$ cat src/rtl/cernbe_axi_pkg.sv
// Shared types and constants for the CERN-BE to AXI4-Lite master bridge.
package cernbe_axi_pkg;

  localparam int unsigned DATA_WIDTH = 32;
  localparam int unsigned STRB_WIDTH = DATA_WIDTH / 8;

  localparam logic [1:0] AXI_RESP_OKAY    = 2'b00;
  localparam logic [2:0] AXI_PROT_DEFAULT = 3'b000;

  typedef enum logic [2:0] {
    ST_IDLE,
    ST_WR,
    ST_WR_RESP,
    ST_RD,
    ST_RD_RESP
  } state_t;

endpackage

$ cat src/rtl/cernbe_axi4lite_master.sv
// CERN-BE target to AXI4-Lite master bridge: one single-beat 32-bit
// AXI transaction per CERN-BE strobe edge, writes ahead of reads.
module cernbe_axi4lite_master
  import cernbe_axi_pkg::*;
#(
  parameter int unsigned ADDR_WIDTH = 16
) (
  input  logic                    aclk,
  input  logic                    areset_n,
  input  logic [ADDR_WIDTH-1:0]   VMEAddr_i,
  input  logic [DATA_WIDTH-1:0]   VMEWrData_i,
  input  logic                    VMERdMem_i,
  input  logic                    VMEWrMem_i,
  output logic [DATA_WIDTH-1:0]   VMERdData_o,
  output logic                    VMERdDone_o,
  output logic                    VMEWrDone_o,
  output logic                    VMEErr_o,
  output logic                    awvalid,
  input  logic                    awready,
  output logic [ADDR_WIDTH-1:0]   awaddr,
  output logic [2:0]              awprot,
  output logic                    wvalid,
  input  logic                    wready,
  output logic [DATA_WIDTH-1:0]   wdata,
  output logic [STRB_WIDTH-1:0]   wstrb,
  input  logic                    bvalid,
  output logic                    bready,
  input  logic [1:0]              bresp,
  output logic                    arvalid,
  input  logic                    arready,
  output logic [ADDR_WIDTH-1:0]   araddr,
  output logic [2:0]              arprot,
  input  logic                    rvalid,
  output logic                    rready,
  input  logic [DATA_WIDTH-1:0]   rdata,
  input  logic [1:0]              rresp
);

  state_t                  state, state_n;
  logic                    wr_prev, rd_prev;
  logic                    wr_pend, wr_pend_n, rd_pend, rd_pend_n;
  logic                    wr_edge, rd_edge;
  logic                    awvalid_n, wvalid_n, arvalid_n, bready_n, rready_n;
  logic [ADDR_WIDTH-1:0]   awaddr_n, araddr_n;
  logic [DATA_WIDTH-1:0]   wdata_n, rd_data_n;
  logic                    wr_done_n, rd_done_n, err_n;

  assign awprot = AXI_PROT_DEFAULT;
  assign arprot = AXI_PROT_DEFAULT;
  assign wstrb  = {STRB_WIDTH{1'b1}};

  assign wr_edge = VMEWrMem_i & ~wr_prev;
  assign rd_edge = VMERdMem_i & ~rd_prev;

  // State, strobe history and all registered outputs
  always_ff @(posedge aclk or negedge areset_n) begin
    if (!areset_n) begin
      state       <= ST_IDLE;
      wr_prev     <= 1'b0;
      rd_prev     <= 1'b0;
      wr_pend     <= 1'b0;
      rd_pend     <= 1'b0;
      awvalid     <= 1'b0;
      wvalid      <= 1'b0;
      arvalid     <= 1'b0;
      bready      <= 1'b0;
      rready      <= 1'b0;
      awaddr      <= '0;
      araddr      <= '0;
      wdata       <= '0;
      VMERdData_o <= '0;
      VMEWrDone_o <= 1'b0;
      VMERdDone_o <= 1'b0;
      VMEErr_o    <= 1'b0;
    end else begin
      state       <= state_n;
      wr_prev     <= VMEWrMem_i;
      rd_prev     <= VMERdMem_i;
      wr_pend     <= wr_pend_n;
      rd_pend     <= rd_pend_n;
      awvalid     <= awvalid_n;
      wvalid      <= wvalid_n;
      arvalid     <= arvalid_n;
      bready      <= bready_n;
      rready      <= rready_n;
      awaddr      <= awaddr_n;
      araddr      <= araddr_n;
      wdata       <= wdata_n;
      VMERdData_o <= rd_data_n;
      VMEWrDone_o <= wr_done_n;
      VMERdDone_o <= rd_done_n;
      VMEErr_o    <= err_n;
    end
  end

  // Next-state and next-output logic
  always_comb begin
    state_n   = state;
    wr_pend_n = wr_pend | wr_edge;
    rd_pend_n = rd_pend | rd_edge;
    awvalid_n = awvalid;
    wvalid_n  = wvalid;
    arvalid_n = arvalid;
    bready_n  = bready;
    rready_n  = rready;
    awaddr_n  = awaddr;
    araddr_n  = araddr;
    wdata_n   = wdata;
    rd_data_n = VMERdData_o;
    wr_done_n = 1'b0;
    rd_done_n = 1'b0;
    err_n     = 1'b0;

    unique case (state)
      ST_IDLE: begin
        if (wr_edge || wr_pend) begin
          state_n   = ST_WR;
          wr_pend_n = 1'b0;
          awvalid_n = 1'b1;
          wvalid_n  = 1'b1;
          awaddr_n  = VMEAddr_i;
          wdata_n   = VMEWrData_i;
        end else if (rd_edge || rd_pend) begin
          state_n   = ST_RD;
          rd_pend_n = 1'b0;
          arvalid_n = 1'b1;
          araddr_n  = VMEAddr_i;
        end
      end
      ST_WR: begin
        // Address and data channels complete independently
        if (awready) awvalid_n = 1'b0;
        if (wready)  wvalid_n  = 1'b0;
        if ((!awvalid || awready) && (!wvalid || wready)) begin
          state_n  = ST_WR_RESP;
          bready_n = 1'b1;
        end
      end
      ST_WR_RESP: begin
        if (bvalid) begin
          state_n   = ST_IDLE;
          bready_n  = 1'b0;
          wr_done_n = 1'b1;
          err_n     = (bresp != AXI_RESP_OKAY);
        end
      end
      ST_RD: begin
        if (arready) begin
          state_n   = ST_RD_RESP;
          arvalid_n = 1'b0;
          rready_n  = 1'b1;
        end
      end
      ST_RD_RESP: begin
        if (rvalid) begin
          state_n   = ST_IDLE;
          rready_n  = 1'b0;
          rd_data_n = rdata;
          rd_done_n = 1'b1;
          err_n     = (rresp != AXI_RESP_OKAY);
        end
      end
      default: state_n = ST_IDLE;
    endcase
  end

endmodule
$ cat config.mk
export PLATFORM = sky130hd
export DESIGN_NAME = cernbe_axi4lite_master
export DESIGN_NICKNAME = d
export VERILOG_FILES = /design/src/rtl/cernbe_axi_pkg.sv /design/src/rtl/cernbe_axi4lite_master.sv
export SDC_FILE = /design/constraint.sdc
export NUM_CORES = 1
export LEC_CHECK = 0
export ABC_AREA = 1
export ABC_CLOCK_PERIOD_IN_PS = 1500
export CAP_MARGIN = 20
export CORE_UTILIZATION = 41
export CTS_CLUSTER_SIZE = 28
export DETAILED_ROUTE_END_ITERATION = 7
export MAX_ROUTING_LAYER = met4
export PLACE_DENSITY = 0.8
export SYNTH_ARGS = -nofsm -noshare
export SYNTH_HDL_FRONTEND = slang
export SYNTH_SLANG_ARGS = --single-unit
$ cat constraint.sdc
create_clock -name aclk -period 1.5 [get_ports aclk]
set_input_delay 0.15 -clock aclk [delete_from_list [all_inputs] [get_ports aclk]]
set_output_delay 0.15 -clock aclk [all_outputs]
set_load 0.02 [all_outputs]
==> results_dict.tcl <==
set metrics [dict create \
    status "finished, final reports clean" \
    track_usage_pct 20.94 \
    dpl.cell_count 807 \
    rows 37 \
    regToRegStartpoint "state[0]" \
    clockRootBuffer "clkbuf_8" \
    grt_pass1_wl_mm 18.27 \
    worstReg2RegEnd "state[1]" \
    place_area_sq_mm 0.006628 \
    hold_viol_final 0 \
    synth_seq_cells 111 \
    max_freq_mhz 691.1 \
    critPathBufInv 1 \
    whs_path_depth 1 \
    io_buffers 196 \
    power_density_mw_per_mm2 1992 \
    cts.clk_slew.worst_paths_ns 0.10 \
    fp.dieW_um 106.9 \
    finalSetupViolCount 0 \
    synth_cells 484 \
    drtIter0Drc 181 \
    synth_top_area_share_pct 61.53 \
    arrival_ns 1.30 \
    drtPass1Iterations 5 \
    hold_path.class "in2reg" \
    tightest_slew_ns 0.6225 \
    synth_compound_area_share_pct 5.931 \
    synthMuxAreaShare_pct 0 \
    synthAdderAreaFrac_pct 0 \
    antenna_found_initial 0 \
    via_per_inst 4.699 \
    dp_hpwl_mm 8.088 \
    cts.sinks 111 \
    die_area_sq_mm 0.01143 \
    synth-xor-area-share_pct 0 \
    area_delta_synth_final_pct 51.52 \
    cp_data_required_time_ns 1.35 \
    finalNonFillerCells 824 \
    cts_buffers 9 \
    path_max_fanout 1 \
    final_cell_mix "nand2_1 (210), dfrtp_1 (110), clkdlybuf4s50_1 (92)" \
    vias 3872 \
    p_leak_uw 0.003905 \
    start_util_pct 42.96 \
    crit_type "reg2out" \
    cts.path.max_buffers 2 \
    startpoint_type "register" \
    max-vdd-ir-drop_uv 1077 \
    holdWs_ns 0.2490 \
    drtAntennaViolNets 0 \
    io_pins 207 \
    synth_area_leaders "dfrtp_1 (62%), nand2_1 (17%), nand3_1 (4.1%), o21ai_2 (3.1%), inv_1 (2.3%)" \
    synth_top_cell_by_area "dfrtp_1" \
    drc 0 \
    crit_path_end_kind "output port" \
    r2r_setup_slack_ns 0.13 \
    cpLargestDelayFamily "buffers and inverters" \
    timing.final.crit_share_pct 96.46 \
    insertion_delay_ns 0.37 \
    cts_tree "yes" \
    maxCapViolCount 0 \
    grt_pass1_vias 3916 \
    period_needed_ns 1.447 \
    final_area_sq_mm 0.006840 \
    hold_start "VMERdMem_i" \
    yosysWarnings 0 \
    hold-path-endpoint "rd_prev" \
    place.gp.congestion 0.8585 \
    nNetsFinal 776 \
    core_area_sq_mm 0.01051 \
    postCtsSetupBuffers 0 \
    post_drt_wl_per_cell_um 13.58 \
    slew_viol_final 0 \
    path_cells "clkdlybuf4s50_1" \
    htree_levels 3 \
    cp_slowest_cell "clkdlybuf4s50_1" \
    grt_max_degree 112 \
    rsz0062_at_grt "no" \
    gr-total-overflow 0 \
    cp_slowest_stage_delay_ns 0.59 \
    drt_wl_total_mm 11.19 \
    layout-drive-gt1-share_pct 9.448 \
    syn_area_sq_mm 0.004514 \
    num_antenna_cells 0 \
    reg2regPathDepth 9 \
    synth.avg_cell_area_sq_um 9.327 \
    finClkSkew_ns 0.01019 \
    slew_headroom_pct 58.50 \
    synth_seq_area_share_pct 61.53 \
    synth_cell_type_count 24 \
    synth_top_family_by_area "simple AND/OR/NAND/NOR gates" \
    final_common_cell "nand2_1" \
    die_h_um 106.9 \
    synth_simple_gate_area_share_pct 24.58 \
]
## Yosys cell counts (all sizes together)
library cell and number:
buf 25, o21ai 38, nand3 38, clkbuf 8, dfrtp 111, nand3b 1
inv 32, o21a 1, nand4 3, nand2 217, a21oi 2, nor2 6
conb 2
## per-stage QoR
stage	total power, uW	TNS (ns)	utilization [%]	worst slack, ns
2_1_floorplan	8873	0	-	0.1790
3_3_place_gp	12080	0	63.07	0.02439
3_5_place_dp	12340	-0.08043	63.07	-0.02059
4_1_cts	13830	0	64.53	0.0001189
5_1_grt	14560	0	65.09	0.003301
6_report	13630	0	65.09	0.05309
## per-layer routing
layer  wire length [um]  global-route usage (%)  vias to the layer above  part of all wire [%]
met5                  0                       -                        -                     0
met4                242                   8.121                        0                   2.2
met3                817                   4.863                       22                   7.3
met2               5581                   34.61                      138                    50
met1               4544                   24.92                     1840                    41
li1                   -                       -                     1872                     -
## registers in the layout, summed over array words and instances, names as in the netlist
name and cells:
rready 1, awaddr 16, VMEErr_o 1, arvalid 1, rd_prev 1, VMERdData_o 32
VMEWrDone_o 1, awvalid 1, state 3, wr_prev 1, wr_pend 1, rd_pend 1
VMERdDone_o 1, bready 1, araddr 16, wvalid 1, wdata 32
## logic make-up (layout without fill, tap and decap cells)
logic type,after synthesis,in the layout
AND/OR/NAND/NOR,265,265
flip-flops,111,111
buffers and inverters,65,261
AO/OA/AOI/OAI,41,41
other,2,10
## where the power goes
group / internal [uW] / switching (uW)
clock network: 1160 / 981
logic: 2620 / 3960
registers: 4250 / 662
total: 8030 / 5600
## worst max path at each step
stage | startpoint | to | slack [ns] | cells after the start
floorplan | state[1] | araddr[11] | 0.18 | 10
global placement | VMEWrMem_i | araddr[9] | 0.02 | 9
detailed placement | VMERdMem_i | araddr[9] | -0.02 | 7
CTS | wdata[28] | wdata[28] | 0.0001 | 1
global route | VMERdDone_o | VMERdDone_o | 0.003 | 1
finish | VMERdDone_o | VMERdDone_o | 0.05 | 1
## final cells by class
| type | count | area (sq um) |
|---|---|---|
| sequential | 111 | 2779 |
| fill | 873 | 3669 |
| inverter | 32 | 122.6 |
| clock buffer | 11 | 141.4 |
| multi-input combinational | 316 | 1418 |
| clock inverter | 5 | 103.9 |
| timing repair buffer | 213 | 2106 |
| tap | 136 | 170.2 |
## what timing repair did
action                                  4_1_cts  5_1_grt
pin swaps                                     0        0
hold endpoints to repair                    111        0
resized for setup                            81       25
hold buffers                                  1        0
endpoints found under the setup margin       81       24
(Power assumes the default switching activity.)
